**src/rtl/mem_port_arbiter_pkg.sv**
```systemverilog
// Shared types and constants for the memory port arbiter.
// Optional feature macro: FETCH_STARVE_GUARD_EN (see mem_port_arbiter.sv).
package mem_arb_pkg;

  typedef enum logic [1:0] {
    ARB_IDLE  = 2'b00,
    ARB_FETCH = 2'b01,
    ARB_DATA  = 2'b10
  } arb_state_e;

  localparam logic [3:0] WSTRB_NONE = 4'b0000;
  localparam logic [3:0] WSTRB_ALL  = 4'b1111;

  // Width of a counter that must be able to hold the value 'limit'.
  function automatic int unsigned ctr_width(input int unsigned limit);
    return (limit < 1) ? 1 : $clog2(limit + 1);
  endfunction

endpackage

```
**src/rtl/mem_port_arbiter_starve_ctr.sv**
```systemverilog
// Fetch starvation guard: counts data grants issued while fetch is waiting
// and flags when fetch must be given the next arbitration slot.
// Only instantiated when FETCH_STARVE_GUARD_EN is defined.
module arb_starve_ctr
  import mem_arb_pkg::*;
#(
  parameter int unsigned STARVE_LIMIT = 4
) (
  input  logic clk,
  input  logic rst,
  input  logic d_gnt,
  input  logic if_req,
  input  logic if_gnt,
  output logic limit_hit
);

  localparam int unsigned CNT_W = ctr_width(STARVE_LIMIT);
  localparam logic [CNT_W-1:0] LIMIT = CNT_W'(STARVE_LIMIT);

  logic [CNT_W-1:0] cnt_q;
  logic [CNT_W-1:0] cnt_d;

  // Next count: clear when fetch finally wins, saturate at the limit.
  always_comb begin
    cnt_d = cnt_q;
    if (if_gnt) begin
      cnt_d = '0;
    end else if (d_gnt && if_req && (cnt_q != LIMIT)) begin
      cnt_d = cnt_q + 1'b1;
    end
  end

  // Counter register.
  always_ff @(posedge clk or posedge rst) begin
    if (rst) begin
      cnt_q <= '0;
    end else begin
      cnt_q <= cnt_d;
    end
  end

  assign limit_hit = (cnt_q >= LIMIT);

endmodule

```
**src/rtl/mem_port_arbiter.sv**
```systemverilog
// Single memory port shared by instruction fetch and the data stage.
// One transaction outstanding at a time; data has priority over fetch.
// A new grant can be issued in the same cycle the current access completes.
// Optional macro FETCH_STARVE_GUARD_EN: after STARVE_LIMIT data grants taken
// while fetch was waiting, the next arbitration goes to fetch.
module mem_port_arbiter
  import mem_arb_pkg::*;
#(
  parameter int unsigned ADDR_W       = 30,
  parameter int unsigned DATA_W       = 32,
  parameter int unsigned STARVE_LIMIT = 4
) (
  input  logic              clk,
  input  logic              rst,
  input  logic              if_req,
  input  logic [ADDR_W-1:0] if_addr,
  output logic              if_gnt,
  output logic              if_valid,
  output logic [DATA_W-1:0] if_rdata,
  input  logic              d_req,
  input  logic              d_we,
  input  logic [ADDR_W-1:0] d_addr,
  input  logic [DATA_W-1:0] d_wdata,
  input  logic [3:0]        d_wstrb,
  output logic              d_gnt,
  output logic              d_valid,
  output logic [DATA_W-1:0] d_rdata,
  output logic              d_busy,
  output logic              mem_req,
  output logic              mem_we,
  output logic [ADDR_W-1:0] mem_addr,
  output logic [DATA_W-1:0] mem_wdata,
  output logic [3:0]        mem_wstrb,
  input  logic              mem_ready,
  input  logic [DATA_W-1:0] mem_rdata
);

  arb_state_e        state_q, state_d;
  logic              mem_req_q, mem_req_d;
  logic              mem_we_q, mem_we_d;
  logic [ADDR_W-1:0] mem_addr_q, mem_addr_d;
  logic [DATA_W-1:0] mem_wdata_q, mem_wdata_d;
  logic [3:0]        mem_wstrb_q, mem_wstrb_d;
  logic              if_valid_q, if_valid_d;
  logic [DATA_W-1:0] if_rdata_q, if_rdata_d;
  logic              d_valid_q, d_valid_d;
  logic [DATA_W-1:0] d_rdata_q, d_rdata_d;

  logic xfer_done;
  logic arb_ok;
  logic grant_d;
  logic grant_f;
  logic fetch_first;

`ifdef FETCH_STARVE_GUARD_EN
  logic starve_hit;

  arb_starve_ctr #(
    .STARVE_LIMIT(STARVE_LIMIT)
  ) u_starve_ctr (
    .clk      (clk),
    .rst      (rst),
    .d_gnt    (grant_d),
    .if_req   (if_req),
    .if_gnt   (grant_f),
    .limit_hit(starve_hit)
  );

  assign fetch_first = starve_hit & if_req;
`else
  logic unused_cfg;
  assign unused_cfg  = (STARVE_LIMIT == 0);
  assign fetch_first = 1'b0;
`endif

  // Arbitration: the port is free when idle or when the current access
  // completes this cycle. Grants are held off while reset is asserted.
  always_comb begin
    xfer_done = mem_req_q & mem_ready;
    arb_ok    = ~rst & ((state_q == ARB_IDLE) | xfer_done);
    grant_d   = arb_ok & d_req & ~fetch_first;
    grant_f   = arb_ok & if_req & ~grant_d;
  end

  // Next-state: completion bookkeeping first, then a new grant overrides
  // the return to idle so back-to-back accesses have no bubble.
  always_comb begin
    state_d     = state_q;
    mem_req_d   = mem_req_q;
    mem_we_d    = mem_we_q;
    mem_addr_d  = mem_addr_q;
    mem_wdata_d = mem_wdata_q;
    mem_wstrb_d = mem_wstrb_q;
    if_valid_d  = 1'b0;
    if_rdata_d  = if_rdata_q;
    d_valid_d   = 1'b0;
    d_rdata_d   = d_rdata_q;

    if (xfer_done) begin
      if (state_q == ARB_FETCH) begin
        if_valid_d = 1'b1;
        if_rdata_d = mem_rdata;
      end
      if (state_q == ARB_DATA) begin
        d_valid_d = 1'b1;
        d_rdata_d = mem_we_q ? '0 : mem_rdata;
      end
      mem_req_d = 1'b0;
      state_d   = ARB_IDLE;
    end

    if (grant_d) begin
      state_d     = ARB_DATA;
      mem_req_d   = 1'b1;
      mem_we_d    = d_we;
      mem_addr_d  = d_addr;
      mem_wdata_d = d_wdata;
      mem_wstrb_d = d_wstrb;
    end else if (grant_f) begin
      state_d     = ARB_FETCH;
      mem_req_d   = 1'b1;
      mem_we_d    = 1'b0;
      mem_addr_d  = if_addr;
      mem_wdata_d = '0;
      mem_wstrb_d = WSTRB_NONE;
    end
  end

  // State and registered outputs; reset abandons any in-flight access.
  always_ff @(posedge clk or posedge rst) begin
    if (rst) begin
      state_q     <= ARB_IDLE;
      mem_req_q   <= 1'b0;
      mem_we_q    <= 1'b0;
      mem_addr_q  <= '0;
      mem_wdata_q <= '0;
      mem_wstrb_q <= WSTRB_NONE;
      if_valid_q  <= 1'b0;
      if_rdata_q  <= '0;
      d_valid_q   <= 1'b0;
      d_rdata_q   <= '0;
    end else begin
      state_q     <= state_d;
      mem_req_q   <= mem_req_d;
      mem_we_q    <= mem_we_d;
      mem_addr_q  <= mem_addr_d;
      mem_wdata_q <= mem_wdata_d;
      mem_wstrb_q <= mem_wstrb_d;
      if_valid_q  <= if_valid_d;
      if_rdata_q  <= if_rdata_d;
      d_valid_q   <= d_valid_d;
      d_rdata_q   <= d_rdata_d;
    end
  end

  assign if_gnt    = grant_f;
  assign d_gnt     = grant_d;
  assign d_busy    = grant_d | (state_q == ARB_DATA);
  assign if_valid  = if_valid_q;
  assign if_rdata  = if_rdata_q;
  assign d_valid   = d_valid_q;
  assign d_rdata   = d_rdata_q;
  assign mem_req   = mem_req_q;
  assign mem_we    = mem_we_q;
  assign mem_addr  = mem_addr_q;
  assign mem_wdata = mem_wdata_q;
  assign mem_wstrb = mem_wstrb_q;

endmodule

```
**config.mk**
```make
export PLATFORM = sky130hd
export DESIGN_NAME = mem_port_arbiter
export DESIGN_NICKNAME = d
export VERILOG_FILES = /design/src/rtl/mem_port_arbiter_pkg.sv /design/src/rtl/mem_port_arbiter_starve_ctr.sv /design/src/rtl/mem_port_arbiter.sv
export SDC_FILE = /design/constraint.sdc
export NUM_CORES = 1
export LEC_CHECK = 0
export BUFFER_PORTS_ARGS = -buffer_cell sky130_fd_sc_hd__buf_2
export CAP_MARGIN = 10
export CORE_MARGIN = 2
export CORE_UTILIZATION = 42
export DETAILED_ROUTE_END_ITERATION = 10
export PLACE_DENSITY = 0.76
export SLEW_MARGIN = 20
export SYNTH_ARGS = -nofsm -noshare
export SYNTH_HDL_FRONTEND = slang
export SYNTH_HIERARCHICAL = 1
export SYNTH_SLANG_ARGS = --single-unit
```
**constraint.sdc**
```tcl
create_clock -name clk -period 2.6 [get_ports clk]
set_clock_uncertainty 0.1 [all_clocks]
set_input_delay 0.13 -clock clk [delete_from_list [all_inputs] [get_ports clk]]
set_output_delay 0.13 -clock clk [all_outputs]
set_load 0.01 [all_outputs]
```
==> qor.csv <==
stage;metric;value;unit
cts;H-tree Lvls;4;
timing;Setup Total Neg Slack;0;ps
layout;nets;949;
timing;fin crit share;82.3;%
power_and_ir_drop;static leakage;4.48;nW
setup_path;R2R depth;4;
logic_synthesis;Synth Net Count;587;
logic_synthesis;most instantiated cells after synthesis;dfrtp_1, a22o_1, nand2_1;
job;MaxCap Viol Count;0;
setup_path;CP max stage cell;dlygate4sd3_1;
timing;Final Worst Setup Slack;460;ps
global_routing;GR Overflow Total;0;
global_routing;vias in the first global route;5584;
setup_path;CP Cell Sequence;dlygate4sd3_1 > buf_2 > nor2b_2 > nand2_2 > inv_2 > buf_12 > buf_2;
cts;post-CTS repair timing setup buffer count;0;
floorplan;placement row count;42;
outcome;outcome;complete, no violations;
setup_path;critical-path maximum fanout;49;
cts;CTS tree;done;
logic_synthesis;Synth Area per Inst;12.6;µm²
floorplan;Vert. Die Dim;121;µm
setup_path;Top delay family on crit path;buffers and inverters;
min_path;HP Start;if_addr[4];
placement;I/O Buffers;270;
timing;fin crit period;2140;ps
drt;DRC Markers;0;
floorplan;core area;13200;µm²
logic_synthesis;top_reg_cell synth;dfrtp_1;
cts;clock buffer depth;2;
floorplan;Die ar.;14500;µm²
logic_synthesis;#FFs+latches synth;136;
setup_path;Setup crit start kind;primary input;
layout;final instance count without filler cells;1005;
floorplan;die width;121;µm
logic_synthesis;most frequent cell after synthesis;dfrtp_1;
min_path;hold crit path type;in -> reg;
global_routing;global-route usage over all layers;24.0;%
logic_synthesis;fraction of registers with async set/reset;100;%
power_and_ir_drop;peak supply drop;0.489;mV
drt;wire length per cell;17.4;µm
setup_path;CP Capture Type;primary output;
setup_path;Worst path depth;7;
setup_path;CP Buf/Inv Count;5;
floorplan;Initial Util;43.1;%
logic_synthesis;post-synthesis cell count;453;
setup_path;RR Startpoint;state_q[1]$_DFFE_PP0P_;
drt;vias per inst;5.24;
timing;Final Setup Violations;0;
timing;Slew headroom;36.6;%
global_routing;first-pass GRT wire length;27600;µm
global_routing;initial antenna violation count;1;
cts;Skew-Pair Late Insertion Delay;410;ps
setup_path;critical path class;in -> out;
timing;RSZ-0062 raised after global routing;false;
cts;Clk pin slew, worst setup/hold paths;60;ps
logic_synthesis;Netlist cell types;30;
logic_synthesis;YS warnings;6;
setup_path;CP arrival;1910;ps
logic_synthesis;top post-synthesis cells by area;dfrtp_1, mux2_2, a22o_1;
timing;fmax;467;MHz
floorplan;Top-Level Pins;271;
layout;fraction of layout cells with a size suffix above 1;42.3;%
logic_synthesis;number of synthesized flops with an enable pin;0;
drt;DR vias;5262;
placement;gpl congestion;0.777;
drt;DRT Wirelength;17500;µm
logic_synthesis;register area share after synthesis;59.6;%
drt;First-pass DRT Iterations;4;
global_routing;largest net degree at the start of global routing;67;
cts;cts bufs inserted;17;
layout;Final Util;66.3;%
drt;Detailed Route Iter0 Violations;378;
timing;Slew Viols, Final;0;
placement;pre-CTS setup slack;728;ps
placement;cell count after placement;870;
placement;hpwl dp;11000;µm
timing;Slew @ Worst Pin;951;ps
setup_path;critical path's most frequent cell;buf_2;
setup_path;RR Endpoint;mem_addr[26]$_DFFE_PP0P_;
cts;root buf cell;clkbuf_16;
logic_synthesis;Synth Cell Area;5710;µm²
setup_path;worst setup path end;d_gnt;
timing;Final Hold Vio Count;0;
setup_path;crit-path max cell delay;540;ps
setup_path;R2R setup slack;720;ps
logic_synthesis;Yosys top cell by area;dfrtp_1;
logic_synthesis;Synth top area share;59.6;%
setup_path;crit path from;rst;
power_and_ir_drop;PD cells;1140;nW/µm²
setup_path;worst endpoint required time;2370;ps
cts;clock sink count;136;
layout;Area growth syn-to-layout;53.8;%
drt;Routed Antenna Nets;0;
## metal layers
metal	GRT usage, %	vias up	routed length (µm)
met3	6.46	37	1300
met4	9.30	0	457
li1	-	2394	-
met2	42.7	237	9110
met5	0	-	0
met1	27.4	2594	6640
## cells in the final DEF, fill, tap and decap left out, drive strengths merged
| cell type | instances |
|---|---|
| nor2 | 2 |
| clkbuf | 18 |
| clkinvlp | 3 |
| a221o | 25 |
| diode | 1 |
| a21oi | 5 |
| nand4 | 1 |
| dlygate4sd3 | 101 |
| inv | 8 |
| nand2 | 39 |
| nand2b | 33 |
| and3b | 12 |
| clkinv | 6 |
| o21ai | 35 |
| a32o | 25 |
| o2bb2ai | 6 |
| mux2 | 32 |
| a22o | 37 |
| nand3 | 1 |
| buf | 280 |
| dfrtp | 136 |
| nor2b | 20 |
| nand4b | 1 |
| bufinv | 2 |
## through the flow
step	hold slack, ps	area, µm²	power [mW]
3_3_place_gp	-11.2	7160	7.31
6_report	39.2	8780	10.0
2_1_floorplan	152	5710	5.90
4_1_cts	20.4	8750	10.0
5_1_grt	56.1	8780	10.6
3_5_place_dp	-5.94	7160	7.49
## final cells by class
type,count,area (µm²)
fillers,1000,4470
flip-flops and latches,136,3400
repair buffers,381,2470
multi-input cells,274,2080
clock buffers,18,429
well taps,176,220
clock inverters,14,149
inverters,5,23.8
diodes,1,2.50
## registers in the layout, summed over array words and instances, names as in the netlist
signal     flops
if_valid       1
d_rdata       32
state_q        2
mem_addr      30
if_rdata      32
mem_wstrb      4
d_valid        1
mem_we         1
mem_wdata     32
mem_req        1
## worst min path at each step
| stage | endpoint | slack [ps] | cells after the start |
|---|---|---|---|
| floorplan | d_rdata[0]$_DFFE_PP0P_ | 150 | 1 |
| global placement | mem_addr[29]$_DFFE_PP0P_ | -10 | 2 |
| detailed placement | mem_addr[29]$_DFFE_PP0P_ | -6 | 2 |
| CTS | mem_addr[0]$_DFFE_PP0P_ | 20 | 4 |
| global route | mem_addr[3]$_DFFE_PP0P_ | 60 | 4 |
| finish | mem_addr[4]$_DFFE_PP0P_ | 40 | 4 |
## worst min-delay path: stages
cell       delay [ps]
buf_2              70
and3b_1           140
a21oi_1            40
o2bb2ai_1         130
## timing repair
item | CTS | global route
resized for setup | 0 | 0
hold endpoints to repair | 146 | 0
hold buffers | 101 | 0
## where the power goes
part,internal (mW),total [mW],switching (mW)
clock network,1.42,2.36,0.937
logic,1.85,3.77,1.92
registers,3.17,3.89,0.722
## logic make-up (layout without fill, tap and decap cells)
logic type,after synthesis,after routing,share of synthesized area [%]
other,0,1,0
multiplexers,32,32,6.31
AND/OR/NAND/NOR,109,109,10.9
AO/OA/AOI/OAI,133,133,19.1
flip-flops,136,136,59.6
buffers and inverters,43,418,4.08
Power figures use the tool's default switching activity.
